==> src/rtl/n_bit_hierarchical_ling_cla_pkg.sv <==
// Shared constants for the hierarchical Ling carry-lookahead adder.
//   GROUP_SIZE    : fan-in of every look-ahead group (fixed at 4)
//   DEFAULT_WIDTH : default operand width of the adder
package n_bit_hierarchical_ling_cla_pkg;
  localparam int GROUP_SIZE    = 4;
  localparam int DEFAULT_WIDTH = 64;
endpackage

==> src/rtl/n_bit_hierarchical_ling_cla_group4.sv <==
// ling_group4: one 4-element Ling look-ahead group, reused at every level.
// Each element k obeys h[k] = g[k] | (t[k] & h[k-1]), with h[-1] = hin.
// At the bit level t[k] is the transmit of the bit *below* element k.
// At upper levels g/t are the group pseudo-generate/transmit of sub-groups.
// Ports:
//   g[3:0], t[3:0] : element generate / transmit
//   hin            : pseudo-carry entering the group
//   h[3:0]         : pseudo-carry after each element (flattened, no ripple)
//   gg, gt         : group pseudo-generate and group transmit
module ling_group4 (
  input  logic [3:0] g,
  input  logic [3:0] t,
  input  logic       hin,
  output logic [3:0] h,
  output logic       gg,
  output logic       gt
);

  always_comb begin
    gg   = g[3] | (t[3] & g[2]) | (t[3] & t[2] & g[1]) | (t[3] & t[2] & t[1] & g[0]);
    gt   = &t;
    h[0] = g[0] | (t[0] & hin);
    h[1] = g[1] | (t[1] & g[0]) | (t[1] & t[0] & hin);
    h[2] = g[2] | (t[2] & g[1]) | (t[2] & t[1] & g[0]) | (t[2] & t[1] & t[0] & hin);
    h[3] = gg | (gt & hin);
  end

endmodule

==> src/rtl/n_bit_hierarchical_ling_cla.sv <==
// n_bit_hierarchical_ling_cla: N-bit adder using Ling pseudo-carries computed
// by a tree of 4-wide look-ahead groups, with a registered sum/carry-out.
// Ports:
//   clk  : clock, rising edge
//   rst  : synchronous active-high reset, clears s and cout
//   a, b : unsigned N-bit operands
//   cin  : carry-in
//   s    : registered sum, 1-cycle latency
//   cout : registered carry-out
// Interface: no valid/ready handshake. A new operand set is taken on every
// rising edge and its result appears on s/cout after that same edge.
module n_bit_hierarchical_ling_cla
  import n_bit_hierarchical_ling_cla_pkg::*;
#(
  parameter int N = DEFAULT_WIDTH
) (
  input  logic         clk,
  input  logic         rst,
  input  logic [N-1:0] a,
  input  logic [N-1:0] b,
  input  logic         cin,
  output logic [N-1:0] s,
  output logic         cout
);

  // Number of tree levels so that 4^LEVELS covers N; the leaf level is padded
  // to NP bits with g = t = 0, and the padded outputs are never consumed.
  localparam int LEVELS = ($clog2(N) + 1) / 2;
  localparam int NP     = 1 << (2 * LEVELS);

  logic [N-1:0]  p, g, t;
  logic [NP-1:0] g_pad, ts_pad;
  logic [N:1]    h;
  logic [N-1:0]  s_next;
  logic          cout_next;

  // Stage 1: bitwise propagate / generate / transmit.
  always_comb begin : gp_generation
    p = a ^ b;
    g = a & b;
    t = a | b;
  end

  // Leaf inputs: element i pairs g[i] with t[i-1]. Element 0 has no lower
  // bit, so its transmit is 1 and cin acts as the incoming pseudo-carry,
  // giving h[1] = g[0] | cin.
  always_comb begin
    g_pad          = '0;
    ts_pad         = '0;
    g_pad[N-1:0]   = g;
    ts_pad[0]      = 1'b1;
    ts_pad[N-1:1]  = t[N-2:0];
  end

  // Stage 2: look-ahead tree. Upward, each level's gg/gt feed the next level.
  // Downward, group j of a level takes its pseudo-carry from the parent's
  // output just before it (parent element j-1); group 0 always takes cin.
  for (genvar l = 0; l < LEVELS; l++) begin : lv
    localparam int NG = NP >> (2 * (l + 1));
    logic [GROUP_SIZE*NG-1:0] gin, tin, hout;
    logic [NG-1:0]            gg, gt, hin;

    if (l == 0) begin : g_leaf
      assign gin = g_pad;
      assign tin = ts_pad;
    end else begin : g_node
      assign gin = lv[l-1].gg;
      assign tin = lv[l-1].gt;
    end

    for (genvar j = 0; j < NG; j++) begin : g_hin
      if (j == 0) begin : g_first
        assign hin[j] = cin;
      end else begin : g_rest
        assign hin[j] = lv[l+1].hout[j-1];
      end
    end

    for (genvar k = 0; k < NG; k++) begin : g_grp
      ling_group4 u_grp (
        .g   (gin[GROUP_SIZE*k +: GROUP_SIZE]),
        .t   (tin[GROUP_SIZE*k +: GROUP_SIZE]),
        .hin (hin[k]),
        .h   (hout[GROUP_SIZE*k +: GROUP_SIZE]),
        .gg  (gg[k]),
        .gt  (gt[k])
      );
    end

    // Last group output of each level and the root gg/gt have no consumer.
    logic unused_level;
    assign unused_level = ^{hout, gg, gt};
  end

  assign h = lv[0].hout[N-1:0];

  // Stage 3: true carry c[i] = t[i-1] & h[i], c[0] = cin.
  always_comb begin : sum_generator
    s_next[0] = p[0] ^ cin;
    for (int i = 1; i < N; i++) begin
      s_next[i] = p[i] ^ (t[i-1] & h[i]);
    end
    cout_next = h[N] & t[N-1];
  end

  always_ff @(posedge clk) begin
    if (rst) begin
      s    <= '0;
      cout <= 1'b0;
    end else begin
      s    <= s_next;
      cout <= cout_next;
    end
  end

endmodule

==> config.mk <==
export PLATFORM = sky130hd
export DESIGN_NAME = n_bit_hierarchical_ling_cla
export DESIGN_NICKNAME = d
export VERILOG_FILES = /design/src/rtl/n_bit_hierarchical_ling_cla_pkg.sv /design/src/rtl/n_bit_hierarchical_ling_cla_group4.sv /design/src/rtl/n_bit_hierarchical_ling_cla.sv
export SDC_FILE = /design/constraint.sdc
export NUM_CORES = 1
export LEC_CHECK = 0
export CAP_MARGIN = 5
export CORE_ASPECT_RATIO = 1.4
export CORE_MARGIN = 2
export CORE_UTILIZATION = 30
export DETAILED_ROUTE_END_ITERATION = 6
export DONT_BUFFER_PORTS = 1
export PLACE_DENSITY = 0.55
export SLEW_MARGIN = 20
export SYNTH_ARGS = -nofsm -noshare
export SYNTH_HDL_FRONTEND = slang
export SYNTH_SLANG_ARGS = --single-unit
==> constraint.sdc <==
create_clock -name clk -period 3.4 [get_ports clk]
set_input_delay 0.17 -clock clk [delete_from_list [all_inputs] [get_ports clk]]
set_output_delay 0.17 -clock clk [all_outputs]
set_load 0.02 [all_outputs]
; Yosys cells after proc, flatten, opt, wreduce, memory -nomap -nowiden
; Index checks and enable logic that the tools add are counted.
[totals]
word_cells = 646
ff_bits = 65
output_inout_bits = 65
inputBits = 131
[classes]
n_bitwise = 625
reduce_logical = 19
[ops]
columns = cell, count
row1 = AND 1 bit, 359
row2 = bitwise OR 1 bit, 199
row3 = AND 64 bit, 1
row4 = bitwise OR 64 bit, 1
row5 = XOR 1 bit, 64
row6 = XOR 64 bit, 1
row7 = AND reduction 4 bit, 15
row8 = AND reduction 16 bit, 2
row9 = AND reduction 15 bit, 1
row10 = AND reduction 3 bit, 1

; Logic depth before layout (Yosys ltp)
; Gate-level depths: netlist (run 1).
[depth]
depth_word = 19
depth_mapped = 12
mapped_depth_nobuf = 12

; Cells and area by module
; Synthesis (run 1) repeated with hierarchy kept, for this count alone.
[unflattened]
cells_unflattened = 906
area_unflattened_um2 = 6991.7
[modules_own_cells]
columns = mod, seq_area_each_um2, area_each_um2, instances, cells_each
row1 = n_bit_hierarchical_ling_cla, 1301.2, 5467.7, 1, 654
row2 = ling_group4, 0.0, 72.6, 21, 12

; Least setup slack after synthesis (run 1)
; OpenSTA, ideal clock, no wires.
[synth_timing]
path_type = input to register
startpoint = in a[10]
endpoint = reg s[58]
setup_ns = 0.123
path_buffers = 0
setup_slack_ns = 0.503
required_time_ns = 3.277
path_stages = 12
t_arrival_ns = 2.774
path_cell_list = inv_1 -> ha_1 -> nor4_1 -> nand4_1 -> nor3b_4 -> o311ai_2 -> a2111oi_4 -> nand2_2 -> a211oi_2 -> o21ai_2 -> a21oi_2 -> mux2_1
[synth_between]
elab_chain_len = 18
elab_cells_between_ends = 31
cone_classes = bitwise: 29 / reduce/logical: 2
[synth_lines]
columns = element, line
row1 = from (decl), n_bit_hierarchical_ling_cla.sv:19  ; input logic [N-1:0] a,
row2 = bitwise OR 64 bit or AND 64 bit (tied branches), "n_bit_hierarchical_ling_cla.sv:41, n_bit_hierarchical_ling_cla.sv:40"
row3 = AND 1 bit, n_bit_hierarchical_ling_cla_group4.sv:20  ; gg = g[3] | (t[3] & g[2]) | (t[3] & t[2] & g[1]) | (t[3] & t[2] & t[1] & g[0]);
row4 = bitwise OR 1 bit or AND 1 bit (tied branches) (2 in a row), n_bit_hierarchical_ling_cla_group4.sv:20
row5 = bitwise OR 1 bit, n_bit_hierarchical_ling_cla_group4.sv:20
row6 = AND 1 bit, n_bit_hierarchical_ling_cla_group4.sv:20
row7 = bitwise OR 1 bit (3 in a row), n_bit_hierarchical_ling_cla_group4.sv:20
row8 = AND 1 bit, n_bit_hierarchical_ling_cla_group4.sv:24  ; h[2] = g[2] | (t[2] & g[1]) | (t[2] & t[1] & g[0]) | (t[2] & t[1] & t[0] & hin);
row9 = bitwise OR 1 bit, n_bit_hierarchical_ling_cla_group4.sv:24
row10 = bitwise OR 1 bit *, n_bit_hierarchical_ling_cla_group4.sv:24
row11 = AND 1 bit *, n_bit_hierarchical_ling_cla_group4.sv:23  ; h[1] = g[1] | (t[1] & g[0]) | (t[1] & t[0] & hin);
row12 = bitwise OR 1 bit *, n_bit_hierarchical_ling_cla_group4.sv:23
row13 = AND 1 bit *, n_bit_hierarchical_ling_cla_group4.sv:23
row14 = bitwise OR 1 bit *, n_bit_hierarchical_ling_cla_group4.sv:23
row15 = AND 1 bit *, n_bit_hierarchical_ling_cla.sv:101  ; s_next[i] = p[i] ^ (t[i-1] & h[i]);
row16 = XOR 1 bit *, n_bit_hierarchical_ling_cla.sv:101
row17 = to (signal assigned), n_bit_hierarchical_ling_cla.sv:111  ; s <= s_next;
row18 = to (decl), n_bit_hierarchical_ling_cla.sv:22  ; output logic [N-1:0] s,
; Every way passes the cells marked *; elsewhere a longest branch is shown, timed or not.
; A chain may end at the register's enable or synchronous reset.

; Final worst setup path (run 1)
[layout_timing]
startpoint = in a[14]
endpoint = reg s[63]
[layout_between]
elab_chain_len = 17
elab_cells_between_ends = 31
cone_classes = bitwise: 29 / reduce/logical: 2
[layout_lines]
columns = element, line
row1 = bitwise OR 64 bit or AND 64 bit (tied branches), "n_bit_hierarchical_ling_cla.sv:41, n_bit_hierarchical_ling_cla.sv:40"
row2 = AND 1 bit, n_bit_hierarchical_ling_cla_group4.sv:20
row3 = bitwise OR 1 bit or AND 1 bit (tied branches) (2 in a row), n_bit_hierarchical_ling_cla_group4.sv:20
row4 = bitwise OR 1 bit (4 in a row), n_bit_hierarchical_ling_cla_group4.sv:20
row5 = AND 1 bit, n_bit_hierarchical_ling_cla_group4.sv:24
row6 = bitwise OR 1 bit, n_bit_hierarchical_ling_cla_group4.sv:24
row7 = bitwise OR 1 bit *, n_bit_hierarchical_ling_cla_group4.sv:24
row8 = AND 1 bit *, n_bit_hierarchical_ling_cla_group4.sv:24
row9 = bitwise OR 1 bit *, n_bit_hierarchical_ling_cla_group4.sv:24
row10 = AND 1 bit *, n_bit_hierarchical_ling_cla_group4.sv:24
row11 = bitwise OR 1 bit *, n_bit_hierarchical_ling_cla_group4.sv:24
row12 = AND 1 bit *, n_bit_hierarchical_ling_cla.sv:101
row13 = XOR 1 bit *, n_bit_hierarchical_ling_cla.sv:101
; Marked as above.

==> flow_summary.json, run 1 <==
{
  "slew_headroom": 0.510,
  "synth_edf_count": 0,
  "synth_cell_types": 62,
  "grt_pass1_wl_mm": 25.5,
  "power_density_nw_per_um2": 382,
  "fmax_mhz": 347,
  "synth_area_leaders": "ha_1 (33%), dfxtp_1 (20%), inv_1 (9.0%)",
  "synth_area_per_cell_um2": 8.34,
  "start_kind": "input port",
  "io_buffers": 0,
  "maxSlewViolCount": 0,
  "ir_drop_uv": 229,
  "post-cts-setup-buffer-count": 0,
  "die_h_um": 177,
  "synth_top_cell_area_share": 0.329,
  "clkTransAtPathRegs_ps": 50,
  "groute.usage.overall": 0.147,
  "synthAdderAreaFrac": 0.338,
  "clockRootBuffer": "clkbuf_16",
  "rows": 63,
  "netlist_area_um2": 6430,
  "antenna_found_initial": 0,
  "cts_resized": 0,
  "cts.path.max_buffers": 2,
  "cts_tree": "built",
  "required_ps": 3630,
  "synth-simple-area-share": 0.163,
  "post_cts_hold_buffer_count": 2,
  "dominantRegCellSynth": "dfxtp_1",
  "num_io_pins": 196,
  "timing.setup.tns_ps": 0,
  "crit_path_max_fanout": 4,
  "grt_max_degree": 60,
  "detail-route-antenna-nets": 0,
  "cts.htree.levels": 3,
  "hp-class": "in -> reg",
  "grt_pass1_vias": 5089,
  "ys_async_sr_fraction": 0,
  "post-route-period-util": 0.846,
  "cts_buffers": 9,
  "fin_crit_ps": 2880,
  "hpwlAfterDp_mm": 13.4,
  "start_util": 0.305,
  "syn_to_final_growth_pct": 11.1,
  "hp-start": "rst",
  "cap_violations": 0,
  "drt_iter0_markers": 130,
  "die_area_um2": 22700,
  "startpoint": "a[14]",
  "setup_viol": 0,
  "core_um2": 21100,
  "rsz0062_at_grt": "false",
  "outcome": "complete, no violations",
  "wl_per_cell_um": 15.5,
  "muxShareOfSynthArea": 0.00525,
  "seq_area_frac_synth": 0.202,
  "via_per_inst": 4.75,
  "dp_slack_ps": 97.4,
  "n_antenna_cell": 0,
  "hold_violations": 0,
  "critPathKind": "in -> reg",
  "synth_top_family_by_area": "adder cells",
  "synth-compound-area-share": 0.143,
  "worstSetupEndpointType": "flop",
  "drc": 0,
  "syn_inst": 772,
  "dr.pass1.iters": 4,
  "yosys_warnings": 0,
  "place_congestion": 0.817,
  "cp.arrival_ps": 3110,
  "routed_wl_mm": 16.3,
  "ys_ff_latch": 65,
  "layout-drive-gt1-share": 0.0720,
  "p_leak_nw": 3.61,
  "grt-ovfl-total": 0,
  "syn_nets": 1075,
  "fin_ws_ps": 522,
  "yosysTopAreaCell": "ha_1",
  "vias": 4998,
  "synth_xor_area_frac": 0.0544,
  "final_nets": 1090,
  "clock_sinks": 65,
  "fp.dieW_um": 128,
  "worst_pin_slew_ps": 728
}
==> Yosys cell counts, types with 2 or more instances <==
| cell type | number |
|---|---|
| a21oi_1 | 40 |
| or3_1 | 25 |
| a2111oi_4 | 2 |
| o221ai_1 | 2 |
| inv_1 | 154 |
| buf_1 | 2 |
| o22ai_1 | 3 |
| a311oi_1 | 2 |
| clkbuf_1 | 6 |
| fa_1 | 3 |
| nand3_1 | 4 |
| nor2_1 | 100 |
| a211oi_2 | 4 |
| o21a_1 | 4 |
| dfxtp_1 | 65 |
| nand2b_1 | 2 |
| a31oi_1 | 6 |
| o21ai_0 | 24 |
| nand4_1 | 3 |
| nor4_1 | 6 |
| nor3_1 | 22 |
| nor4_4 | 3 |
| o31ai_1 | 8 |
| xnor2_1 | 25 |
| a211oi_1 | 8 |
| or2_2 | 4 |
| ha_1 | 169 |
| and2_1 | 2 |
| mux2_2 | 2 |
| nand2_1 | 7 |
| a21oi_2 | 4 |
| nor4bb_1 | 2 |
| xor2_1 | 15 |
| o21ai_1 | 3 |
| nor2b_1 | 14 |
==> path summary, 6_finish.rpt <==
check	endpoint	slack [ps]	cells after the start
worst max-delay path	s[63]	520	12
worst min-delay path	s[62]	40	2
==> cells by family (layout without fill, tap and decap cells) <==
kind of cell / count (synthesis) / count (layout)
muxes: 3 / 3
adders and majority gates: 172 / 172
and+or+nand+nor: 202 / 202
DFF: 65 / 65
AOI/OAI and AO/OA: 128 / 128
buffers and inverters: 162 / 182
xor gates and xnor gates: 40 / 40
==> flip-flops by register name, indices dropped and copies added, names as in the netlist <==
name  flops
s        64
cout      1
==> through the flow <==
stage               instance area [um^2]  utilization  std cells  hold slack [ps]  power, mW
global route                        7150        0.339       1052             46.5       2.93
detailed placement                  6810        0.322       1034              252       1.74
floorplan                           6430            -        772              434       1.59
CTS                                 7150        0.339       1052             8.39       2.80
global placement                    6810        0.322       1034              250       1.74
finish                              7150        0.339       1052             37.3       2.73
==> metal layers <==
layer	GRT usage	share of wire	up-vias
met1	0.145	0.36	2271
met5	0	0	-
li1	-	-	2556
met2	0.266	0.51	159
met4	0.0398	0.011	0
met3	0.0796	0.12	12
==> cell type report <==
type / instances / area, um^2
Timing Repair Buffer: 12 / 113
Inverter: 154 / 578
Clock buffer: 14 / 274
Tap cell: 260 / 325
Clock inverter: 2 / 35.0
Multi-Input combinational cell: 545 / 4530
Sequential cell: 65 / 1300
Fill cell: 2230 / 14000
==> report_power, final <==
group	internal (mW)	switching, mW	total (mW)
clock	0.628	0.375	1.00
sequential	0.869	0.183	1.05
combinational	0.317	0.362	0.679
==> worst max-delay path, stage by stage <==
cell and delay (ps):
inv_1 20, ha_1 240, nor4_4 370, o221ai_2 160, a31oi_2 350, o311ai_2 240
a2111oi_4 480, nand2_2 130, a21oi_1 280, a211oi_2 130, o22ai_1 170, mux2_2 350
==> cell usage in the layout, fill, tap and decap left out, types with 3 or more instances in the layout <==
master     synthesis  routed
o21a_1             4       4
o21ai_0           24      24
nand2_1            7       7
nor2_1           100     100
nand3_1            4       4
o31ai_1            8       8
or3_1             25      25
nor2b_1           14      14
a211oi_1           8       8
clkbuf_16          0       9
fa_1               3       3
clkbuf_8           0       3
nor3_1            22      22
a21oi_2            4       4
ha_1             169     169
xor2_1            15      15
nor4_4             3       3
a211oi_2           4       4
o21ai_1            3       3
a21oi_1           40      40
inv_1            154     154
dfxtp_1           65      65
o22ai_1            3       3
xnor2_1           25      25
a31oi_1            6       6
nor4_1             6       6
buf_4              0      10
nand4_1            3       3
or2_2              4       4
(Power assumes the default switching activity.)
==> inputs of run 2 (changes only) <==
--- a/config.mk
+++ b/config.mk
@@ -11,7 +11,7 @@
 export CORE_UTILIZATION = 30
 export DETAILED_ROUTE_END_ITERATION = 6
 export DONT_BUFFER_PORTS = 1
-export PLACE_DENSITY = 0.55
+export PLACE_DENSITY = 0.56
 export SLEW_MARGIN = 20
 export SYNTH_ARGS = -nofsm -noshare
 export SYNTH_HDL_FRONTEND = slang
==> constraint.sdc (replaced) <==
create_clock -name clk -period 2.4 [get_ports clk]
set_input_delay 0.12 -clock clk [delete_from_list [all_inputs] [get_ports clk]]
set_output_delay 0.12 -clock clk [all_outputs]
set_load 0.02 [all_outputs]
==> run 2 against run 1 <==
  * The run now ends with setup timing left
  * Non-clock buffer count up 104
  * Die area unchanged
  * Clock power up 29%
  * Sequential power rose by 42%
  * Utilization grew 5.7 points
  * Critical endpoint is now s[58]
  * Largest power group unchanged
==> flow_summary.json, run 2 (synthesis gave the netlist of run 1 again) <==
{
  "crit_path_top_delay_cell": "a2111oi_4",
  "reg_top3": "s (64), cout (1)",
  "io_buffers": 0,
  "final_cell_mix": "ha_1 (153), inv_1 (147), buf_4 (113)",
  "final_common_cell": "ha_1",
  "ir_drop_uv": 331,
  "cts_buffers": 9,
  "grt_pass1_wl_mm": 26.6,
  "violations": "setup timing",
  "stdcell_area_um2": 8350,
  "via_per_inst": 4.70,
  "hold-path-endpoint": "s[63]",
  "setup_viol": 3,
  "fmax_mhz": 412,
  "critPathKind": "in -> reg",
  "groute.usage.overall": 0.151,
  "p_leak_nw": 4.15,
  "cap_violations": 0,
  "antenna_found_initial": 0,
  "wl_per_cell_um": 15.1,
  "rows": 63,
  "crit_path_max_fanout": 3,
  "rsz0062_at_grt": "true",
  "top_register": "s",
  "fp.dieW_um": 128,
  "num_io_pins": 196,
  "worst_pin_slew_ps": 508,
  "largest_reg_flops": 64,
  "grt-ovfl-total": 0,
  "hold_violations": 0,
  "clockRootBuffer": "clkbuf_16",
  "fin_ws_ps": -25.4,
  "cts.htree.levels": 3,
  "cp_slowest_stage_delay_ps": 360,
  "holdPathStages": 2,
  "outcome": "finished with violations",
  "fin_crit_ps": 2430,
  "dr.pass1.iters": 4,
  "routed_wl_mm": 17.4,
  "place_area_um2": 7680,
  "die_h_um": 177,
  "drc": 0,
  "grt_max_degree": 62,
  "start_kind": "input port",
  "cts_tree": "built",
  "die_area_um2": 22700,
  "grt_pass1_vias": 5660,
  "stdcell_count": 1156,
  "cp_cell_sequence": "inv_1 > ha_2 > nor4_4 > inv_1 > nor4_4 > o311ai_4 > a2111oi_4 > nand2_2 > a211oi_4 > o21ai_2 > a21oi_2 > mux2_4",
  "hp-start": "rst",
  "clkTransAtPathRegs_ps": 60,
  "worstSetupEndpointType": "flop",
  "core_um2": 21100,
  "maxSlewViolCount": 0,
  "syn_to_final_growth_pct": 29.7,
  "drt_iter0_markers": 76,
  "dp.cells": 1125,
  "slew_headroom": 0.658,
  "hpwlAfterDp_mm": 14.1,
  "place_congestion": 0.842,
  "cp.arrival_ps": 2650,
  "hold_slack_ps": 27.9,
  "critPathBufInv": 2,
  "cts.path.max_buffers": 2,
  "start_util": 0.305,
  "n_antenna_cell": 0,
  "crit_family": "compound AO/OA/AOI/OAI gates",
  "required_ps": 2630,
  "layout-drive-gt1-share": 0.251,
  "power_density_nw_per_um2": 488,
  "vias": 5438,
  "hp-class": "in -> reg",
  "detail-route-antenna-nets": 0,
  "post-route-period-util": 1.01,
  "final_nets": 1194,
  "clock_sinks": 65
}
[run 2: cell count changes in the layout (fill, tap and decap cells not counted), moves of 3 or more]
cell,delta
inv_2,+3
a21oi_4,+5
buf_4,+103
ha_1,-16
a21oi_2,+8
ha_4,+5
o21ai_0,-4
ha_2,+11
inv_1,-7
a211oi_1,-3
a21oi_1,-13
[run 2: final cells by class]
| type | instances | area, um^2 |
|---|---|---|
| clock buffers | 13 | 260 |
| fillers | 2146 | 12800 |
| multi-input cells | 545 | 4950 |
| inverters | 154 | 601 |
| clock inverters | 3 | 15.0 |
| repair buffers | 116 | 897 |
| well taps | 260 | 325 |
| flip-flops and latches | 65 | 1300 |
[run 2: worst max path at each step]
stage / startpoint / to / slack (ps) / cells after the start
after CTS: a[11] / s[58] / -40 / 12
after floorplan: a[10] / s[31] / -260 / 11
after global placement: a[12] / s[47] / -470 / 14
after detailed placement: a[32] / s[63] / -490 / 12
final: a[22] / s[58] / -30 / 12
after global routing: b[11] / s[58] / -150 / 12
[run 2: repair_timing]
action / 4_1_cts / 5_1_grt
gates resized for setup: 10 / 42
buffers inserted: 5 / 8
hold buffers: 2 / 0
endpoints found under the hold margin: 61 / 0
setup endpoints to repair: 17 / 33
pin swaps: 8 / 23
cloned: 0 / 0
[run 2: power by group]
group / switching (mW) / leakage, nW / internal [mW]
Combinational: 0.621 / 3.47 / 0.673
Clock: 0.533 / 0.139 / 0.753
Sequential: 0.258 / 0.541 / 1.23
Total: 1.41 / 4.15 / 2.66
[run 2: per-layer routing]
| metal | routed length, um | GRT usage |
|---|---|---|
| met5 | 0 | 0 |
| met4 | 354 | 0.0527 |
| met3 | 1530 | 0.0603 |
| met2 | 9460 | 0.301 |
| met1 | 6070 | 0.135 |
[run 2: stage by stage]
step / setup TNS (ps) / setup WS, ps / power (mW) / util
6_report: -33.1 / -25.4 / 4.07 / 0.395
5_1_grt: -2020 / -150 / 4.34 / 0.395
4_1_cts: -107 / -42.0 / 4.05 / 0.382
3_5_place_dp: -13650 / -494 / 2.68 / 0.364
3_3_place_gp: -12930 / -467 / 2.67 / 0.364
2_1_floorplan: -1770 / -264 / 2.29 / -
==> inputs of run 3 (changes only) <==
--- a/config.mk
+++ b/config.mk
@@ -5,13 +5,16 @@
 export SDC_FILE = /design/constraint.sdc
 export NUM_CORES = 1
 export LEC_CHECK = 0
+export ABC_AREA = 1
 export CAP_MARGIN = 5
+export CELL_PAD_IN_SITES_DETAIL_PLACEMENT = 1
+export CELL_PAD_IN_SITES_GLOBAL_PLACEMENT = 1
 export CORE_ASPECT_RATIO = 1.4
 export CORE_MARGIN = 2
 export CORE_UTILIZATION = 30
 export DETAILED_ROUTE_END_ITERATION = 6
 export DONT_BUFFER_PORTS = 1
-export PLACE_DENSITY = 0.56
+export PLACE_DENSITY = 0.71
 export SLEW_MARGIN = 20
 export SYNTH_ARGS = -nofsm -noshare
 export SYNTH_HDL_FRONTEND = slang
==> run 3 against run 2 <==
  * The run now ends clean
  * Via count grew 3.9%
  * Sequential share of layout area grew 2.3 points
  * Sequential power shrank 3%
  * Synthesized cell count grew 22%
  * Clock-buffer cell count shrank 2
==> flow_summary.json, run 3 <==
{
  "outcome": "complete, no violations",
  "drc": 0,
  "synth_common_cells": "inv_1 (216), ha_1 (169), nand2_1 (135), nor2_1 (124), dfxtp_1 (65)",
  "cap_violations": 0,
  "dominantRegCellSynth": "dfxtp_1",
  "place_congestion": 0.799,
  "start_util": 0.305,
  "synth_edf_count": 0,
  "cts.htree.levels": 3,
  "fin_ws_ps": 667,
  "maxSlewViolCount": 0,
  "layout-drive-gt1-share": 0.0732,
  "cts_resized": 0,
  "utilization": 0.334,
  "required_ps": 2640,
  "reg_top3": "s (64), cout (1)",
  "die_area_um2": 23400,
  "synth_top_cell_area_share": 0.318,
  "io_buffers": 0,
  "post-route-period-util": 0.722,
  "top_register": "s",
  "timing.setup.tns_ps": 0,
  "power_density_nw_per_um2": 500,
  "via_per_inst": 4.51,
  "hold-path-endpoint": "s[9]",
  "core_um2": 21800,
  "groute.usage.overall": 0.153,
  "hold_violations": 0,
  "grt_pass1_vias": 6008,
  "dr.pass1.iters": 4,
  "ir_drop_uv": 333,
  "rsz0062_at_grt": "false",
  "p_leak_nw": 4.15,
  "netlist_area_um2": 6640,
  "die_h_um": 180,
  "setup_viol": 0,
  "hp-start": "b[9]",
  "fmax_mhz": 577,
  "final_common_cell": "inv_1",
  "antenna_found_initial": 0,
  "clockRootBuffer": "clkbuf_16",
  "fp.dieW_um": 130,
  "synth_area_per_cell_um2": 7.03,
  "grt-ovfl-total": 0,
  "stdcell_count": 1253,
  "yosysTopAreaCell": "ha_1",
  "grt_pass1_wl_mm": 28.3,
  "final_cell_mix": "inv_1 (216), ha_1 (169), nand2_1 (135)",
  "wl_per_cell_um": 13.9,
  "hp-class": "in -> reg",
  "critPathKind": "in -> reg",
  "syn_inst": 945,
  "cts_tree": "built",
  "crit_path_max_fanout": 7,
  "final_nets": 1255,
  "drt_iter0_markers": 111,
  "holdPathStages": 3,
  "ys_ff_latch": 65,
  "yosys_warnings": 0,
  "grt_max_degree": 47,
  "synthMostInstantiatedCell": "inv_1",
  "cts_buffers": 9,
  "fin_crit_ps": 1730,
  "num_io_pins": 196,
  "dp_slack_ps": 244,
  "n_antenna_cell": 0,
  "worstSetupEndpointType": "flop",
  "worst_pin_slew_ps": 579,
  "cp.arrival_ps": 1970,
  "ys_async_sr_fraction": 0,
  "hold_slack_ps": 34.4,
  "slew_headroom": 0.614,
  "rows": 64,
  "synth_area_leaders": "ha_1 (32%), dfxtp_1 (20%), inv_1 (12%)",
  "detail-route-antenna-nets": 0,
  "syn_to_final_growth_pct": 9.50,
  "vias": 5652,
  "cts.path.max_buffers": 2,
  "start_kind": "input port",
  "synth_cell_types": 42,
  "seq_area_frac_synth": 0.196,
  "clkTransAtPathRegs_ps": 60,
  "hpwlAfterDp_mm": 14.5,
  "dp.cells": 1237,
  "clock_sinks": 65,
  "largest_reg_flops": 64,
  "routed_wl_mm": 17.4,
  "syn_nets": 1248
}
[run 3: area by class of cell]
class                           instances  area [um^2]
Tap cell                              297          372
Inverter                              217          815
Sequential cell                        65         1300
Clock buffer                           11          243
Timing Repair Buffer                    2         27.5
Clock inverter                          4         20.0
Multi-Input combinational cell        657         4490
Fill cell                            2778        14500
[run 3: worst max path at each step]
stage | end | from | slack [ps] | cells after the start
3_3_place_gp | s[20] | a[2] | 300 | 14
5_1_grt | s[20] | a[2] | 430 | 14
2_1_floorplan | s[21] | a[14] | 610 | 11
3_5_place_dp | s[20] | a[2] | 240 | 14
4_1_cts | s[20] | a[2] | 610 | 14
6_report | s[20] | a[2] | 670 | 14
[run 3: logic make-up (layout without fill, tap and decap cells)]
kind of cell | count (synthesis) | count (layout) | share of synthesized area
AOI/OAI and AO/OA | 112 | 112 | 0.0935
xor gates and xnor gates | 3 | 3 | 0.00396
adders and majority gates | 172 | 172 | 0.327
buffers and inverters | 223 | 234 | 0.127
DFF | 65 | 65 | 0.196
and+or+nand+nor | 370 | 370 | 0.252
[run 3: per-layer routing]
layer / vias up / track usage / part of all wire / routed length, um
li1: 2902 / - / - / -
met2: 113 / 0.300 / 0.55 / 9580
met5: - / 0 / 0 / 0
met4: 0 / 0.0456 / 0.015 / 263
met3: 16 / 0.0463 / 0.065 / 1130
met1: 2621 / 0.150 / 0.37 / 6400
[run 3: report_power, final]
part / switching, mW / leakage (nW) / internal, mW / total [mW]
Sequential: 0.232 / 0.543 / 1.21 / 1.45
Combinational: 0.561 / 3.47 / 0.367 / 0.928
Clock: 0.548 / 0.135 / 0.716 / 1.26
Total: 1.34 / 4.15 / 2.30 / 3.64
[run 3: per-stage QoR]
stage | power [mW] | instance area (um^2)
floorplan | 2.18 | 6640
CTS | 3.73 | 7270
global route | 3.93 | 7270
detailed placement | 2.41 | 6990
global placement | 2.38 | 6990
finish | 3.64 | 7270
[run 3: what timing repair did]
item	CTS	global route
endpoints found under the hold margin	19	0
setup buffers	0	0
hold buffers	1	0
[run 3: worst max-delay path, stage by stage]
cell     delay, ps
inv_1           30
ha_1           210
nor2_2         190
nand3_1        110
nand3_2         80
nand2_1         60
nand2_1        100
nand2_1        120
nand2_4        130
a21oi_1         90
nor2_1         190
fa_1           450
inv_1           60
nor2_1          30
